`src/rtl/keypad_encoder_pkg.sv`:
```
// Shared types and key-map helpers for the keypad scanner and debouncer.
package keypad_encoder_pkg;

    localparam int unsigned NUM_COLS = 6;
    localparam int unsigned NUM_ROWS = 4;
    localparam int unsigned OP_COL   = 4;
    localparam int unsigned EQ_COL   = 5;
    localparam int unsigned KEY_W    = 5;  // key index = col*NUM_ROWS + row

    typedef enum logic [1:0] {
        KEY_NONE,
        KEY_HEX,
        KEY_OP,
        KEY_EQ
    } key_class_e;

    typedef enum logic [1:0] {
        SCAN_NONE,
        SCAN_KEY,
        SCAN_MULTI
    } scan_kind_e;

    typedef struct packed {
        scan_kind_e       kind;
        logic [KEY_W-1:0] key;
    } scan_result_t;

    function automatic key_class_e key_class(input logic [KEY_W-1:0] key);
        logic [2:0] c;
        logic [1:0] r;
        c = key[4:2];
        r = key[1:0];
        if (c < 3'(OP_COL))                      return KEY_HEX;
        else if (c == 3'(OP_COL))                return KEY_OP;
        else if (c == 3'(EQ_COL) && r == 2'd0)   return KEY_EQ;
        else                                     return KEY_NONE;
    endfunction

    // Hex digit is 4*row + col for the four hex columns.
    function automatic logic [3:0] hex_digit(input logic [KEY_W-1:0] key);
        return {key[1:0], key[3:2]};
    endfunction

endpackage

```
`src/rtl/keypad_debounce.sv`:
```
// Scan-rate debouncer: turns per-scan results into single-cycle key events.
module keypad_debounce
    import keypad_encoder_pkg::*;
#(
    parameter int unsigned DEBOUNCE_SCANS = 4
) (
    input  logic         clock,
    input  logic         reset,
    input  logic         scan_done,
    input  scan_result_t scan_res,
    output logic         newhex,
    output logic [3:0]   hexcode,
    output logic         newop,
    output logic [1:0]   opcode,
    output logic         eq
);

    localparam int unsigned CNT_W = $clog2(DEBOUNCE_SCANS + 1);
    localparam logic [CNT_W-1:0] CNT_DONE = CNT_W'(DEBOUNCE_SCANS);

    typedef enum logic [1:0] {
        ST_IDLE,
        ST_CAND,
        ST_HELD,
        ST_REL
    } state_e;

    state_e           state_q, state_d;
    logic [KEY_W-1:0] cand_q, cand_d;
    logic [CNT_W-1:0] cnt_q, cnt_d;
    logic             newhex_q, newhex_d;
    logic [3:0]       hexcode_q, hexcode_d;
    logic             newop_q, newop_d;
    logic [1:0]       opcode_q, opcode_d;
    logic             eq_q, eq_d;
    logic             accept;

    // State, counter and event registers.
    always_ff @(posedge clock or negedge reset) begin
        if (!reset) begin
            state_q   <= ST_IDLE;
            cand_q    <= '0;
            cnt_q     <= '0;
            newhex_q  <= 1'b0;
            hexcode_q <= '0;
            newop_q   <= 1'b0;
            opcode_q  <= '0;
            eq_q      <= 1'b0;
        end else begin
            state_q   <= state_d;
            cand_q    <= cand_d;
            cnt_q     <= cnt_d;
            newhex_q  <= newhex_d;
            hexcode_q <= hexcode_d;
            newop_q   <= newop_d;
            opcode_q  <= opcode_d;
            eq_q      <= eq_d;
        end
    end

    // Next-state evaluation once per scan end, plus event encoding on accept.
    always_comb begin
        state_d   = state_q;
        cand_d    = cand_q;
        cnt_d     = cnt_q;
        newhex_d  = 1'b0;
        hexcode_d = hexcode_q;
        newop_d   = 1'b0;
        opcode_d  = opcode_q;
        eq_d      = 1'b0;
        accept    = 1'b0;

        if (scan_done) begin
            unique case (state_q)
                ST_IDLE: begin
                    if (scan_res.kind == SCAN_KEY) begin
                        if (CNT_DONE == CNT_W'(1)) begin
                            accept = 1'b1;
                        end else begin
                            state_d = ST_CAND;
                            cand_d  = scan_res.key;
                            cnt_d   = CNT_W'(1);
                        end
                    end
                end
                ST_CAND: begin
                    if (scan_res.kind == SCAN_KEY && scan_res.key == cand_q) begin
                        if (cnt_q + CNT_W'(1) == CNT_DONE) accept = 1'b1;
                        else                                cnt_d  = cnt_q + CNT_W'(1);
                    end else if (scan_res.kind == SCAN_KEY) begin
                        cand_d = scan_res.key;
                        cnt_d  = CNT_W'(1);
                    end else begin
                        state_d = ST_IDLE;
                        cnt_d   = '0;
                    end
                end
                ST_HELD: begin
                    if (scan_res.kind == SCAN_NONE) begin
                        if (CNT_DONE == CNT_W'(1)) begin
                            state_d = ST_IDLE;
                        end else begin
                            state_d = ST_REL;
                            cnt_d   = CNT_W'(1);
                        end
                    end
                end
                ST_REL: begin
                    if (scan_res.kind == SCAN_NONE) begin
                        if (cnt_q + CNT_W'(1) == CNT_DONE) begin
                            state_d = ST_IDLE;
                            cnt_d   = '0;
                        end else begin
                            cnt_d = cnt_q + CNT_W'(1);
                        end
                    end else begin
                        state_d = ST_HELD;
                        cnt_d   = '0;
                    end
                end
                default: begin
                    state_d = ST_IDLE;
                    cnt_d   = '0;
                end
            endcase
        end

        if (accept) begin
            state_d = ST_HELD;
            cnt_d   = '0;
            unique case (key_class(scan_res.key))
                KEY_HEX: begin
                    newhex_d  = 1'b1;
                    hexcode_d = hex_digit(scan_res.key);
                end
                KEY_OP: begin
                    newop_d  = 1'b1;
                    opcode_d = scan_res.key[1:0];
                end
                KEY_EQ:  eq_d = 1'b1;
                default: ;
            endcase
        end
    end

    assign newhex  = newhex_q;
    assign hexcode = hexcode_q;
    assign newop   = newop_q;
    assign opcode  = opcode_q;
    assign eq      = eq_q;

endmodule

```
`src/rtl/keypad_encoder.sv`:
```
// Key matrix scanner: row synchronizer, column rotator and per-scan result encoder.
module keypad_encoder
    import keypad_encoder_pkg::*;
#(
    parameter int unsigned SCAN_DIV       = 1000,
    parameter int unsigned DEBOUNCE_SCANS = 4
) (
    input  logic                clock,
    input  logic                reset,
    input  logic [NUM_ROWS-1:0] row,
    output logic [NUM_COLS-1:0] col,
    output logic                newhex,
    output logic [3:0]          hexcode,
    output logic                newop,
    output logic [1:0]          opcode,
    output logic                eq
);

    localparam int unsigned DIV_W = $clog2(SCAN_DIV);
    localparam logic [DIV_W-1:0] DIV_LAST = DIV_W'(SCAN_DIV - 1);

    logic [NUM_ROWS-1:0] row_meta_q, row_meta_d;
    logic [NUM_ROWS-1:0] row_sync_q, row_sync_d;
    logic [DIV_W-1:0]    div_q, div_d;
    logic [NUM_COLS-1:0] col_q, col_d;
    logic                acc_any_q, acc_any_d;
    logic                acc_multi_q, acc_multi_d;
    logic [KEY_W-1:0]    acc_key_q, acc_key_d;

    logic                dwell_end;
    logic                scan_done;
    logic [2:0]          col_idx;
    logic [1:0]          row_idx;
    logic [NUM_ROWS-1:0] live_rows;
    logic [2:0]          nbits;
    logic                any_now, multi_now;
    logic [KEY_W-1:0]    key_now;
    scan_result_t        scan_res;

    // Synchronizer, dwell counter, column drive and scan accumulator registers.
    always_ff @(posedge clock or negedge reset) begin
        if (!reset) begin
            row_meta_q  <= '0;
            row_sync_q  <= '0;
            div_q       <= '0;
            col_q       <= NUM_COLS'(1);
            acc_any_q   <= 1'b0;
            acc_multi_q <= 1'b0;
            acc_key_q   <= '0;
        end else begin
            row_meta_q  <= row_meta_d;
            row_sync_q  <= row_sync_d;
            div_q       <= div_d;
            col_q       <= col_d;
            acc_any_q   <= acc_any_d;
            acc_multi_q <= acc_multi_d;
            acc_key_q   <= acc_key_d;
        end
    end

    // Column rotation and folding each column's sample into the running scan result.
    always_comb begin
        row_meta_d = row;
        row_sync_d = row_meta_q;

        dwell_end = (div_q == DIV_LAST);
        div_d     = dwell_end ? '0 : div_q + DIV_W'(1);
        col_d     = dwell_end ? {col_q[NUM_COLS-2:0], col_q[NUM_COLS-1]} : col_q;

        col_idx = '0;
        for (int unsigned c = 0; c < NUM_COLS; c++) begin
            if (col_q[c]) col_idx = 3'(c);
        end

        // Only row 0 of the equals column is a real key.
        live_rows = row_sync_q;
        if (col_idx == 3'(EQ_COL)) live_rows[NUM_ROWS-1:1] = '0;

        nbits   = '0;
        row_idx = '0;
        for (int unsigned r = 0; r < NUM_ROWS; r++) begin
            nbits = nbits + 3'(live_rows[r]);
            if (live_rows[r]) row_idx = 2'(r);
        end

        any_now   = acc_any_q | (nbits != 3'd0);
        multi_now = acc_multi_q | (nbits > 3'd1) | (acc_any_q & (nbits != 3'd0));
        key_now   = (nbits != 3'd0 && !acc_any_q) ? {col_idx, row_idx} : acc_key_q;

        scan_done = dwell_end && (col_idx == 3'(NUM_COLS - 1));

        if (multi_now)    scan_res.kind = SCAN_MULTI;
        else if (any_now) scan_res.kind = SCAN_KEY;
        else              scan_res.kind = SCAN_NONE;
        scan_res.key = key_now;

        acc_any_d   = acc_any_q;
        acc_multi_d = acc_multi_q;
        acc_key_d   = acc_key_q;
        if (scan_done) begin
            acc_any_d   = 1'b0;
            acc_multi_d = 1'b0;
            acc_key_d   = '0;
        end else if (dwell_end) begin
            acc_any_d   = any_now;
            acc_multi_d = multi_now;
            acc_key_d   = key_now;
        end
    end

    keypad_debounce #(
        .DEBOUNCE_SCANS(DEBOUNCE_SCANS)
    ) u_debounce (
        .clock    (clock),
        .reset    (reset),
        .scan_done(scan_done),
        .scan_res (scan_res),
        .newhex   (newhex),
        .hexcode  (hexcode),
        .newop    (newop),
        .opcode   (opcode),
        .eq       (eq)
    );

    assign col = col_q;

endmodule

```
`config.mk`:
```
export PLATFORM = sky130hd
export DESIGN_NAME = keypad_encoder
export DESIGN_NICKNAME = d
export VERILOG_FILES = /design/src/rtl/keypad_encoder_pkg.sv /design/src/rtl/keypad_debounce.sv /design/src/rtl/keypad_encoder.sv
export SDC_FILE = /design/constraint.sdc
export NUM_CORES = 1
export LEC_CHECK = 0
export ABC_AREA = 1
export CAP_MARGIN = 15
export CORE_MARGIN = 2
export CORE_UTILIZATION = 44
export CTS_CLUSTER_DIAMETER = 80
export CTS_CLUSTER_SIZE = 30
export DETAILED_ROUTE_END_ITERATION = 16
export PLACE_DENSITY = 0.65
export SLEW_MARGIN = 25
export SYNTH_ARGS = -nofsm -noshare
export SYNTH_HDL_FRONTEND = slang
export SYNTH_SLANG_ARGS = --single-unit
```
`constraint.sdc`:
```
create_clock -name clock -period 6.8 [get_ports clock]
set_input_delay 2.04 -clock clock [delete_from_list [all_inputs] [get_ports clock]]
set_output_delay 2.04 -clock clock [all_outputs]
set_load 0.02 [all_outputs]
```
== After elaboration in Yosys (flattened, before gate mapping) ==
Index checks and enable logic that the tools add are counted.

* Register bits after elaboration: 50
* Logic and storage cells: 118
* Output and inout port bits: 15

* Order comparisons: 2
* Equality and inequality tests: 20
* Add/sub/neg operators: 5
* Multiplexer cells: 55
* Reduce and logical (&&, ||, !) cells: 17
* Bitwise operators: 4

{| class="wikitable"
|+ Operators by type and width
! cell !! number
|-
| 2-to-1 mux 3 bit || 12
|-
| 2-to-1 mux 2 bit || 16
|-
| 2-to-1 mux 5 bit || 5
|-
| 2-to-1 mux 1 bit || 18
|-
| == test 3 bit, second input constant || 4
|-
| one-hot mux 3 bit (4 select lines) || 1
|-
| adder 10 x 1 -> 10 bit, second input constant || 1
|-
| == test 10 bit, second input constant || 1
|-
| 2-to-1 mux 10 bit || 1
|-
| one-hot mux 5 bit (2 select lines) || 1
|-
| == test 2 bit, second input constant || 4
|-
| one-hot mux 2 bit (4 select lines) || 1
|-
| == test 2 x 1 -> 1 bit, second input constant || 3
|-
| logical NOT 2 bit || 3
|-
| inequality test 3 x 1 -> 1 bit, second input constant || 2
|-
| inequality test 3 x 2 -> 1 bit, second input constant || 2
|-
| AND reduction 6 bit || 1
|-
| nonzero test 2 bit || 3
|-
| == test 5 bit || 1
|-
| logical AND 1 bit || 4
|-
| inequality test 4 x 2 -> 1 bit, second input constant || 1
|-
| inequality test 4 x 3 -> 1 bit, second input constant || 1
|-
| AND reduction 2 bit || 2
|-
| AND reduction 4 bit || 1
|-
| other kinds (12) || 14
|}

== Longest topological paths before layout ==
* Depth after elaboration: 23
* Mapped depth: 22

== By module ==
From an unflattened synthesis, not the netlist that was laid out.

* Cell total of the unflattened synthesis: 298
* Area total of the unflattened synthesis: 2531.2 sq um

{| class="wikitable"
|+ By module, submodules not included
! module !! cells each !! times used !! area each (sq um) !! sequential area each (sq um)
|-
| keypad_encoder || 159 || 1 || 1456.4 || 777.0
|-
| keypad_debounce || 139 || 1 || 1074.8 || 475.5
|}

== Least setup slack after synthesis ==
Ideal clock, no wire load.

* Path kind: flip-flop to flip-flop
* From: register col_q[5] (netlist: col[5])
* To: register u_debounce.opcode_q[0] (netlist: u_debounce.opcode[0])
* Cell stages (with the launch flop): 22
* Setup time: 117 ps
* Path slack: 3794 ps
* Period minus slack after synthesis: 3006 ps
* Arrival time: 2889 ps
* Cells stage by stage: dfrtp_1 > inv_2 > nand2_1 > inv_1 > fa_1 > ha_1 > inv_1 > ha_1 > nor2_4 > nand2_4 > nand2_8 > inv_2 > nand2_1 > nand3_1 > nand2_1 > nand2_1 > nor2_2 > nand3_4 > nor2_4 > nand2_2 > nand2_1 > nand2_1

* Longest elaborated chain between the ends: 17

{| class="wikitable"
|+ Ends and longest elaborated chain
! item !! line !! text
|-
| start, declared || keypad_encoder.sv:25 || <nowiki>logic [NUM_COLS-1:0] col_q, col_d;</nowiki>
|-
| start signal, assigned || keypad_encoder.sv:54 || <nowiki>col_q <= col_d;</nowiki>
|-
| 2-to-1 mux 3 bit * || keypad_encoder.sv:72 || <nowiki>if (col_q[c]) col_idx = 3'(c);</nowiki>
|-
| branches (longest 16 deep; another with adder 2 x 1 -> 3 bit) || - ||
|-
| end signal, assigned || keypad_debounce.sv:56 || <nowiki>opcode_q <= opcode_d;</nowiki>
|-
| end, declared || keypad_debounce.sv:34 || <nowiki>logic [1:0] opcode_q, opcode_d;</nowiki>
|}

Mark *: on every way between the ends. The select of a mux whose other input is x is not followed.
A chain may end at the register's enable or synchronous reset.

== Worst setup path after layout ==
* From: register col_q[0] (netlist: col[0])
* To: output col[0]

{| class="wikitable"
|+ RTL lines
! item !! line !! text
|-
| end, declared || keypad_encoder.sv:11 || <nowiki>output logic [NUM_COLS-1:0] col,</nowiki>
|}

No word-level cell between the ends.

==> impl_metrics.tcl <==
set metrics [dict create \
    status "finished, final reports clean" \
    routed_wire_length_per_instance_um 11.8 \
    cellLeakagePower_nw 1.47 \
    finalHoldViolCount 0 \
    drtPass1Iterations 4 \
    vias_per_cell 4.78 \
    kind_of_cell_adding_the_most_delay_to_the_critical_path "buffers and inverters" \
    clock_power_share 0.362 \
    highest_layer "met4" \
    clk_transition_reported_paths_ns 0.09 \
    synth_adder_area_share 0.0405 \
    timing.critical_path.arrival_ns 1.45 \
    fillerInstances 568 \
    finalCritPeriodShare 0.514 \
    cts_sinks 50 \
    grt_start_max_net_pins 51 \
    crit_type "register to output port" \
    cts.root.buffer_cell "sky130_fd_sc_hd__clkbuf_8" \
    power_switching_uw 154 \
    maxSlewHeadroom 0.553 \
    power_density_nw_per_um2 192 \
    synth.largest_area_cell "sky130_fd_sc_hd__dfrtp_1" \
    grt_setup_unrepaired "false" \
    synth_cells 322 \
    synth_area_um2 2650 \
    power_frac_comb 0.127 \
    synth-async-reset-ratio 1.00 \
    critPathMaxStageDelay_ns 0.60 \
    io_pins 21 \
    synthXorXnorAreaFrac 0.00660 \
    postCtsSetupBuffers 0 \
    portBuffers 20 \
    grt_remaining_overflow 0 \
    cp-end-kind "output port" \
    nNetsFinal 362 \
    synth_compound_area_frac 0.0787 \
    sw_frac_of_total 0.262 \
    finish.utilization 0.519 \
    met2_layer_wire_length_in_the_routed_design_um 2270 \
    setup_violations_final 0 \
    synthDistinctLibCells 33 \
    crit_path_start_kind "register" \
    drt-met1-wl_um 2480 \
    routed-via-count 2027 \
    gpl.final_weighted_congestion 0.807 \
    area.sequential_um2 1250 \
    number_of_buffers_inserted_during_clock_tree_synthesis 5 \
    drt.antenna.violating_nets 0 \
    timing_worst_slew_pin_value_ns 0.666 \
    worstPathBufferInverterCount 1 \
    die_x_um 81.7 \
    starting_density_of_the_core 0.451 \
    share_seq_of_total_power 0.511 \
    finalCriticalPeriod_ns 3.49 \
    dieHeight_um 81.7 \
    first_global_vias 1895 \
    ys_seq_area_frac 0.472 \
    antenna_cells_inserted 0 \
    detailroute.wirelength.met3_um 157 \
    number_of_warning_messages_in_the_yosys_log 0 \
    internal_power_uw 434 \
    final.setup.tns_ns 0 \
    timing_max_transition_violations_final 0 \
    synth_top_cells_by_count "sky130_fd_sc_hd__nand2_1, sky130_fd_sc_hd__inv_1, sky130_fd_sc_hd__dfrtp_1" \
    cts_tree "built" \
    max_cap_violations 0 \
    worst_skew_pair.late_latency_ns 0.31 \
    vdd.ir_drop.worst_v 0.000108 \
    timing.clock.skew_ns 0.00751 \
    dominant_combinational_cell_family_by_area_after_synthesis "simple AND/OR/NAND/NOR gates" \
    critical_path.max_fanout 3 \
    dr_iter_0_viols 98 \
    drive_gt1_frac 0.120 \
    first_pass_grt_wire_length_um 8580 \
    ys_top_cells_by_area "sky130_fd_sc_hd__dfrtp_1, sky130_fd_sc_hd__nand2_1, sky130_fd_sc_hd__inv_1" \
    row_count 28 \
    globalRouteTotalUtil 0.169 \
    postSynthRegisterBits 50 \
    library_cell_with_the_highest_instance_count_after_synthesis "sky130_fd_sc_hd__nand2_1" \
    simple_gate_share_of_the_synthesized_area 0.319 \
    synth.area.mux_share 0 \
    hold_fix_buffer_count_after_cts 0 \
    synth_ff_type "sky130_fd_sc_hd__dfrtp_1" \
    initial_antenna_violation_count 0 \
    max_freq_mhz 286 \
    average_instance_area_after_synthesis_um2 8.24 \
    area_of_the_multi_input_gates_um2 1180 \
    number_of_flops_mapped_to_enable_cells_by_yosys 0 \
    dp_hpwl_um 3780 \
    core-area_um2 5890 \
    timing.critical_path.slowest_stage_cell "sky130_fd_sc_hd__clkdlybuf4s50_1" \
    crit_chain "clkdlybuf4s50_1" \
    post_cts_resize_count 0 \
    layout-area-overhead-vs-synth_pct 15.1 \
    dieArea_um2 6670 \
    drcViolationCount 0 \
    cts_buffer_depth 2 \
    syn_nets 336 \
    postRouteWirelength_um 4990 \
    post-synth-top-area-fraction 0.462 \
    worstPathRequired_ns 4.76 \
    holdCritPathClass "register to register" \
    cts_htree_levels 2 \
]
## path summary, 6_finish.rpt
kind / startpoint / to / slack [ns] / cells past startpoint
min: row_meta_q[1] / row_sync_q[1] / 0.35 / 0
max reg2reg: col[5] / u_debounce.cand_q[4] / 3.64 / 20
min in group asynchronous: reset / row_meta_q[3] / 1.74 / 1
max in group asynchronous: reset / u_debounce.cnt_q[0] / 4.65 / 1
max: col[0] / col[0] / 3.31 / 1
min reg2reg: row_meta_q[1] / row_sync_q[1] / 0.35 / 0
## logic make-up (layout without fill, tap and decap cells)
group | count (synthesis) | count (layout)
compound gates | 39 | 39
xor+xnor | 2 | 2
fa+ha+maj | 8 | 8
buf+inv | 59 | 86
flops | 50 | 50
simple gates | 164 | 164
## power by group through the flow
stage	Clock, mW	Sequential (mW)	Combinational, mW
floorplan	0	0.306	0.0559
global placement	0	0.306	0.0741
detailed placement	0	0.306	0.0749
CTS	0.220	0.301	0.0753
global route	0.230	0.301	0.0850
finish	0.213	0.300	0.0745
## final cells by class
type	instances	share of cell area
flip-flops and latches	50	0.410
multi-input cells	213	0.386
inverters	58	0.0713
repair buffers	20	0.0647
well taps	75	0.0307
clock buffers	5	0.0225
clock inverters	3	0.0143
## stage by stage
stage               power [mW]  area, µm²  worst slack (ns)  instances  hold slack (ns)
floorplan                0.362       2650              3.79        322            0.331
global placement         0.380       2940              3.65        416            0.332
detailed placement       0.381       2940              3.64        416            0.336
CTS                      0.596       3050              3.29        424            0.359
global route             0.616       3050              3.27        424            0.365
finish                   0.588       3050              3.31        424            0.354
## state kept, by name (all words and copies together), names as in the netlist, 2 cells and up
register,cells
u_debounce.cand_q,5
u_debounce.cnt_q,3
row_sync_q,4
acc_key_q,5
div_q,10
u_debounce.opcode,2
row_meta_q,4
col,6
u_debounce.hexcode,4
u_debounce.state_q,2
## placed cells by master, fill, tap and decap left out, drive strengths merged
master,count
inv,59
ha,7
o22ai,4
clkinv,1
and2,1
o21ai,25
nor2,21
dfrtp,49
or3,1
nor3b,1
xnor2,1
a211oi,1
nand3b,1
buf,1
a21oi,8
clkdlybuf4s50,19
nor3,8
bufinv,1
o21a,1
nand2,94
dfstp,1
nand3,34
xor2,1
nand4,3
clkbuf,5
fa,1
## layer usage
metal	vias to the layer above	track usage
met5	-	0
met4	0	0.0650
met3	7	0.0363
met2	26	0.272
met1	924	0.223
li1	1070	-
Power figures use the tool's default switching activity.
